File: src/rtl/write_back_pipe_if.sv
// MEM-stage to write-back bus: captured instruction fields in, one registered
// register-file write out.
interface write_back_pipe_if #(
  parameter int XLEN       = 64,
  parameter int REG_ADDR_W = 5
);
  logic                  in_valid;
  logic                  stall;
  logic                  flush;
  logic                  reg_write_in;
  logic [1:0]            wb_sel;
  logic [2:0]            funct3;
  logic [XLEN-1:0]       alu_result;
  logic [XLEN-1:0]       mem_data;
  logic [XLEN-1:0]       pc_plus4;
  logic [XLEN-1:0]       imm;
  logic [REG_ADDR_W-1:0] rd_in;
  logic                  wb_valid;
  logic                  reg_write;
  logic [REG_ADDR_W-1:0] rd;
  logic [XLEN-1:0]       write_data;
  logic                  misalign;

  modport master (
    output in_valid, stall, flush, reg_write_in, wb_sel, funct3,
           alu_result, mem_data, pc_plus4, imm, rd_in,
    input  wb_valid, reg_write, rd, write_data, misalign
  );

  modport slave (
    input  in_valid, stall, flush, reg_write_in, wb_sel, funct3,
           alu_result, mem_data, pc_plus4, imm, rd_in,
    output wb_valid, reg_write, rd, write_data, misalign
  );
endinterface

File: src/rtl/write_back_pipe.sv
// Registered write-back stage: result select, load align/extend, x0 suppression,
// misalign flag. Define WB_RETIRE_CNT_EN to add the 64-bit retire_count output.
module write_back_pipe #(
  parameter int XLEN       = 64,
  parameter int REG_ADDR_W = 5
) (
  input  logic               clk,
  input  logic               rst,
`ifdef WB_RETIRE_CNT_EN
  output logic [63:0]        retire_count,
`endif
  write_back_pipe_if.slave   bus
);
  localparam int OFF_W = $clog2(XLEN/8);

  logic [OFF_W-1:0]      w_off;
  logic [XLEN-1:0]       w_shifted;
  logic [63:0]           w_sh64;
  logic [63:0]           w_ext64;
  logic [XLEN-1:0]       w_sel_data;
  logic                  w_is_load;
  logic                  w_load_mis;
  logic                  w_live;
  logic                  w_capture;

  logic                  r_wb_valid;
  logic                  r_reg_write;
  logic [REG_ADDR_W-1:0] r_rd;
  logic [XLEN-1:0]       r_write_data;
  logic                  r_misalign;

  assign w_off     = bus.alu_result[OFF_W-1:0];
  assign w_shifted = bus.mem_data >> {w_off, 3'b000};
  // Extending in a 64-bit domain then truncating makes LD/LWU collapse to LW when XLEN=32.
  assign w_sh64    = 64'(w_shifted);
  assign w_is_load = (bus.wb_sel == 2'b01);
  assign w_live    = bus.in_valid & ~bus.flush;
  assign w_capture = bus.flush | ~bus.stall;

  always_comb begin
    w_ext64 = '0;
    case (bus.funct3)
      3'b000:  w_ext64 = {{56{w_sh64[7]}},  w_sh64[7:0]};
      3'b001:  w_ext64 = {{48{w_sh64[15]}}, w_sh64[15:0]};
      3'b010:  w_ext64 = {{32{w_sh64[31]}}, w_sh64[31:0]};
      3'b011:  w_ext64 = w_sh64;
      3'b100:  w_ext64 = {56'b0, w_sh64[7:0]};
      3'b101:  w_ext64 = {48'b0, w_sh64[15:0]};
      3'b110:  w_ext64 = {32'b0, w_sh64[31:0]};
      default: w_ext64 = '0;
    endcase
  end

  always_comb begin
    w_load_mis = 1'b0;
    case (bus.funct3)
      3'b001, 3'b101: w_load_mis = w_off[0];
      3'b010, 3'b110: w_load_mis = (w_off[1:0] != 2'b00);
      3'b011:         w_load_mis = (w_off != '0);
      default:        w_load_mis = 1'b0;
    endcase
  end

  always_comb begin
    w_sel_data = bus.alu_result;
    case (bus.wb_sel)
      2'b00: w_sel_data = bus.alu_result;
      2'b01: w_sel_data = w_ext64[XLEN-1:0];
      2'b10: w_sel_data = bus.pc_plus4;
      2'b11: w_sel_data = bus.imm;
      default: w_sel_data = bus.alu_result;
    endcase
  end

  // Flush forces a capture so the live bits clear even while stalled.
  always_ff @(posedge clk or posedge rst) begin
    if (rst) begin
      r_wb_valid   <= 1'b0;
      r_reg_write  <= 1'b0;
      r_rd         <= '0;
      r_write_data <= '0;
      r_misalign   <= 1'b0;
    end else if (w_capture) begin
      r_wb_valid   <= w_live;
      r_reg_write  <= w_live & bus.reg_write_in & (bus.rd_in != '0);
      r_rd         <= bus.rd_in;
      r_write_data <= w_sel_data;
      r_misalign   <= w_live & w_is_load & w_load_mis;
    end
  end

  assign bus.wb_valid   = r_wb_valid;
  assign bus.reg_write  = r_reg_write;
  assign bus.rd         = r_rd;
  assign bus.write_data = r_write_data;
  assign bus.misalign   = r_misalign;

`ifdef WB_RETIRE_CNT_EN
  logic [63:0] r_retire_count;

  always_ff @(posedge clk or posedge rst) begin
    if (rst)
      r_retire_count <= '0;
    else if (bus.in_valid & ~bus.stall & ~bus.flush)
      r_retire_count <= r_retire_count + 64'd1;
  end

  assign retire_count = r_retire_count;
`endif
endmodule
File: src/flat_wrapper.sv
// flat-port wrapper written by rule: the top's interface ports become plain ports
module write_back_pipe_flat 
#(
  parameter int XLEN       = 64,
  parameter int REG_ADDR_W = 5
)
  (clk, rst, bus_in_valid, bus_stall, bus_flush, bus_reg_write_in, bus_wb_sel, bus_funct3, bus_alu_result, bus_mem_data, bus_pc_plus4, bus_imm, bus_rd_in, bus_wb_valid, bus_reg_write, bus_rd, bus_write_data, bus_misalign);
  write_back_pipe_if #(.XLEN(XLEN), .REG_ADDR_W(REG_ADDR_W)) bus_i ();
  input  logic clk;
  input  logic rst;
  input wire logic [$bits(bus_i.in_valid)-1:0] bus_in_valid;
  input wire logic [$bits(bus_i.stall)-1:0] bus_stall;
  input wire logic [$bits(bus_i.flush)-1:0] bus_flush;
  input wire logic [$bits(bus_i.reg_write_in)-1:0] bus_reg_write_in;
  input wire logic [$bits(bus_i.wb_sel)-1:0] bus_wb_sel;
  input wire logic [$bits(bus_i.funct3)-1:0] bus_funct3;
  input wire logic [$bits(bus_i.alu_result)-1:0] bus_alu_result;
  input wire logic [$bits(bus_i.mem_data)-1:0] bus_mem_data;
  input wire logic [$bits(bus_i.pc_plus4)-1:0] bus_pc_plus4;
  input wire logic [$bits(bus_i.imm)-1:0] bus_imm;
  input wire logic [$bits(bus_i.rd_in)-1:0] bus_rd_in;
  output wire logic [$bits(bus_i.wb_valid)-1:0] bus_wb_valid;
  output wire logic [$bits(bus_i.reg_write)-1:0] bus_reg_write;
  output wire logic [$bits(bus_i.rd)-1:0] bus_rd;
  output wire logic [$bits(bus_i.write_data)-1:0] bus_write_data;
  output wire logic [$bits(bus_i.misalign)-1:0] bus_misalign;
  assign bus_i.in_valid = bus_in_valid;
  assign bus_i.stall = bus_stall;
  assign bus_i.flush = bus_flush;
  assign bus_i.reg_write_in = bus_reg_write_in;
  assign bus_i.wb_sel = bus_wb_sel;
  assign bus_i.funct3 = bus_funct3;
  assign bus_i.alu_result = bus_alu_result;
  assign bus_i.mem_data = bus_mem_data;
  assign bus_i.pc_plus4 = bus_pc_plus4;
  assign bus_i.imm = bus_imm;
  assign bus_i.rd_in = bus_rd_in;
  assign bus_wb_valid = bus_i.wb_valid;
  assign bus_reg_write = bus_i.reg_write;
  assign bus_rd = bus_i.rd;
  assign bus_write_data = bus_i.write_data;
  assign bus_misalign = bus_i.misalign;
  write_back_pipe #(.XLEN(XLEN), .REG_ADDR_W(REG_ADDR_W)) u_core (.clk(clk), .rst(rst), .bus(bus_i));
endmodule
File: config.mk
export PLATFORM = sky130hd
export DESIGN_NAME = write_back_pipe_flat
export DESIGN_NICKNAME = d
export VERILOG_FILES = /design/src/rtl/write_back_pipe_if.sv /design/src/rtl/write_back_pipe.sv /design/src/flat_wrapper.sv
export SDC_FILE = /design/constraint.sdc
export NUM_CORES = 1
export LEC_CHECK = 0
export ABC_AREA = 1
export CAP_MARGIN = 10
export CORE_AREA = 2 2 134 136
export DETAILED_ROUTE_END_ITERATION = 12
export DIE_AREA = 0 0 136 138
export PLACE_DENSITY = 0.89
export SYNTH_ARGS = -nofsm -noshare
export SYNTH_HDL_FRONTEND = slang
export SYNTH_SLANG_ARGS = --single-unit
export TNS_END_PERCENT = 20
File: constraint.sdc
create_clock -name clk -period 4.3 [get_ports clk]
set_input_delay 0.645 -clock clk [delete_from_list [all_inputs] [get_ports clk]]
set_output_delay 0.645 -clock clk [all_outputs]
set_load 0.01 [all_outputs]
==> metrics.md <==
| Metric | Value |
|---|---|
| Clock network power share | 0.299 |
| Commonest cells after routing, fill and taps aside | 478 x nand2_1, 341 x clkdlybuf4s50_1, 142 x nor2_1, 72 x dfrtp_1, 55 x nand3_1 |
| Die area | 0.0188 mm^2 |
| Vias after detailed routing | 9069 |
| Latest clock arrival within the worst-skew pair | 0.34 ns |
| CP Capture Point | u_core.bus.write_data[61]$_DFFE_PP0P_ |
| CORE AREA | around 0.018 mm^2 |
| Slew margin rel. | 0.226 |
| Adder-Cell Fraction of Synth Area | 0 |
| P&R area growth vs syn | 53.8% |
| Synth Cell Area | 0.00678 mm^2 |
| Largest net degree at the start of global routing | 107 |
| Mean Syn Cell Area | 5.93 um^2 |
| Post-synth EDFFs | 0 |
| CTS sink cnt | 72 |
| TNS Setup | 0 ns |
| Final Hold Viols | 0 |
| Combinational power share | 0.393 |
| F_max | around 340 MHz |
| Path depth of the worst reg2reg path | 2 |
| Launch point of the worst path | bus_wb_sel[1] |
| Final setup viols | 0 |
| Largest family of logic cells by synthesized area | simple AND/OR/NAND/NOR gates |
| DRC Markers | 0 |
| Cells after Synth | 1144 |
| Hold path start | u_core.bus.wb_valid$_DFFE_PP0P_ |
| R2R Path End | u_core.bus.write_data[25]$_DFFE_PP0P_ |
| Hold Path Class | reg2reg |
| Global Route Usage Sum | 0.316 |
| Main synth FF type | dfrtp_1 |
| Detail Route met3 WL | 2910 um |
| Total of max-cap violations | 0 |
| CTS Hold Buffers Added | 0 |
| Post-DR wirelength/cell | roughly 18 um |
| # Post-CTS Setup Buffers | 0 |
| Compound-Gate Fraction of Synth Area | 0.193 |
| Worst vdd ir | just under 0.0002 V |
| Switching power total | 877 uW |
| Yosys reg bits | 72 |
| WP data required | 4.59 ns |
| Cts bufs inserted | 9 |
| Row count | 49 |
| Crit start category | input pin |
| Worst-path fanout max | 53 |
| Syn_nets | 1416 |
| Antenna violations before repair | 0 |
| Xor-xnor portion of the synthesized cell area | 0 |
| Detail Placement HPWL | roughly 24000 um |
| Global-route congestion overflow total | 0 |
| Netlist cell types | 35 |
| Switching Fraction | 0.333 |
| Num ports | around 340 |
| Placed Instance Area | approximately 0.01 mm^2 |
| Internal power | 1760 uW |
| Sequential cell fraction of total power | 0.308 |
| Synth Warn # | 0 |
| Clk_skew | 0 ns |
| Initial DRT Pass Iterations | 5 |
| Vert. Die Dim | about 140 um |
| CTS tree | done |
| R2R Setup Slk | 3.64 ns |
| Pleak | ~0.0048 uW |
| Port bufs | 343 |
| Register area share after synthesis | 0.266 |
| Clock Tree Root | clkbuf_16 |
| NumNets Final | 1690 |
| PwrDens | 253 mW/mm^2 |
| Post-layout instance area | 0.0104 mm^2 |
| Crit. End Element | flip-flop |
| Antenna diode count | 0 |
| Final period util | 0.686 |
| Multiplexer area fraction after synthesis | 0 |
| H-tree depth | 3 |
| Drt total wl | a little over 30000 um |
| Arrival time worst endpoint | between 3 and 4 ns |
| Kind of critical path | in2reg |
| Final-layout fill cell count | 1625 |
| Proportion of layout cells with a drive suffix above 1 | 0.0436 |
| DRT antenna net count | 0 |
| Initial Util | 0.387 |
| Most common cell after layout, fill and taps aside | nand2_1 |
| Die W | 136 um |
| Vias in the first global route | approximately 8500 |
| Resized Gates After CTS | 0 |
| Via density | 5.49 |
| Starting DRT DRC Count | around 990 |
| Slew @ Worst Pin | between 1 and 1.5 ns |
| Slew Limit Fails | 0 |
| Clock-pin slew on the worst setup and hold paths | around 0.06 ns |
| GP Congestion | 0.992 |
| Routed met1 length | 11900 um |
| RSZ-0062 raised after global routing | false |
| Tmin final | 2.95 ns |
| Metal2 WL | roughly 14000 um |
| Synth Area in Simple Gates | 0.443 |
| DR top layer | met4 |
| Async SR Flop Fraction | 1.00 |
| Status | finished, final reports clean |
| Critical R2R Launch | u_core.bus.write_data[25]$_DFFE_PP0P_ |
| First-pass GRT wire length | 46100 um |
| Clk buf depth | 2 |
synth_stat cells, drive strengths merged, types with 25 or more instances:
cell	count	area, um^2
o21ai	88	444
o211ai	25	188
dfrtp	72	1800
clkbuf	41	154
a21oi	35	186
nor2	148	576
nand4	32	200
nand3	62	353
nand2	483	1840
buf	50	335
a221oi	46	403
inv	45	174
kinds of logic after synthesis:
group	Yosys count
compound gates	204
simple gates	732
flops	72
buf+inv	136
worst min-delay path by stage:
stage | slack (ns) | depth (start not counted) | end
finish | 0.47 | 2 | u_core.bus.wb_valid$_DFFE_PP0P_
global route | 0.49 | 2 | u_core.bus.wb_valid$_DFFE_PP0P_
CTS | 0.47 | 2 | u_core.bus.wb_valid$_DFFE_PP0P_
detailed placement | 0.46 | 2 | u_core.bus.wb_valid$_DFFE_PP0P_
global placement | 0.46 | 2 | u_core.bus.wb_valid$_DFFE_PP0P_
floorplan | 0.51 | 2 | u_core.bus.wb_valid$_DFFE_PP0P_
power groups by stage:
| stage | registers (uW) | logic, uW | clock network (uW) |
|---|---|---|---|
| after floorplan | 852 | 428 | 0 |
| final | 810 | 1040 | 788 |
| after global routing | 818 | 1120 | 820 |
| after detailed placement | 819 | 1020 | 0 |
| after CTS | 809 | 1030 | 787 |
| after global placement | 816 | 1010 | 0 |
sequential cells by signal, indices dropped and copies added, names as in the netlist:
name,count
u_core.bus.write_data,64
u_core.bus.rd,5
u_core.bus.misalign,1
u_core.bus.reg_write,1
u_core.bus.wb_valid,1
layout make-up:
cell class / count / area [um^2] / area share
tap: 229 / 287 / 0.0275
clock inverter: 4 / 52.6 / 0.00504
clock buffer: 12 / 256 / 0.0246
sequential: 72 / 1800 / 0.173
inverter: 45 / 175 / 0.0168
timing repair buffer: 354 / 3520 / 0.337
multi-input combinational: 936 / 4340 / 0.416
worst max-delay path, cell delays in order:
cell and delay (ns):
clkdlybuf4s50_1 1.07, nand2_1 0.16, inv_2 0.72, a221oi_1 0.33, nand2_1 0.15, nand2_1 0.06, nand2_1 0.06
per-layer routing:
layer | GRT usage | up-vias
met3 | 0.0693 | 72
met1 | 0.400 | 4142
met2 | 0.518 | 519
met4 | 0.133 | 0
li1 | - | 4336
met5 | 0 | -
per-stage QoR:
stage / util / power (uW) / cells / worst slack [ns] / hold slack (ns)
2_1_floorplan: - / 1280 / 1144 / 1.83 / 0.509
3_3_place_gp: 0.577 / 1820 / 1636 / 1.14 / 0.456
3_5_place_dp: 0.577 / 1840 / 1636 / 1.11 / 0.460
4_1_cts: 0.595 / 2620 / 1652 / 1.44 / 0.473
5_1_grt: 0.595 / 2760 / 1652 / 1.28 / 0.487
6_report: 0.595 / 2630 / 1652 / 1.35 / 0.472
Power figures use the tool's default switching activity.
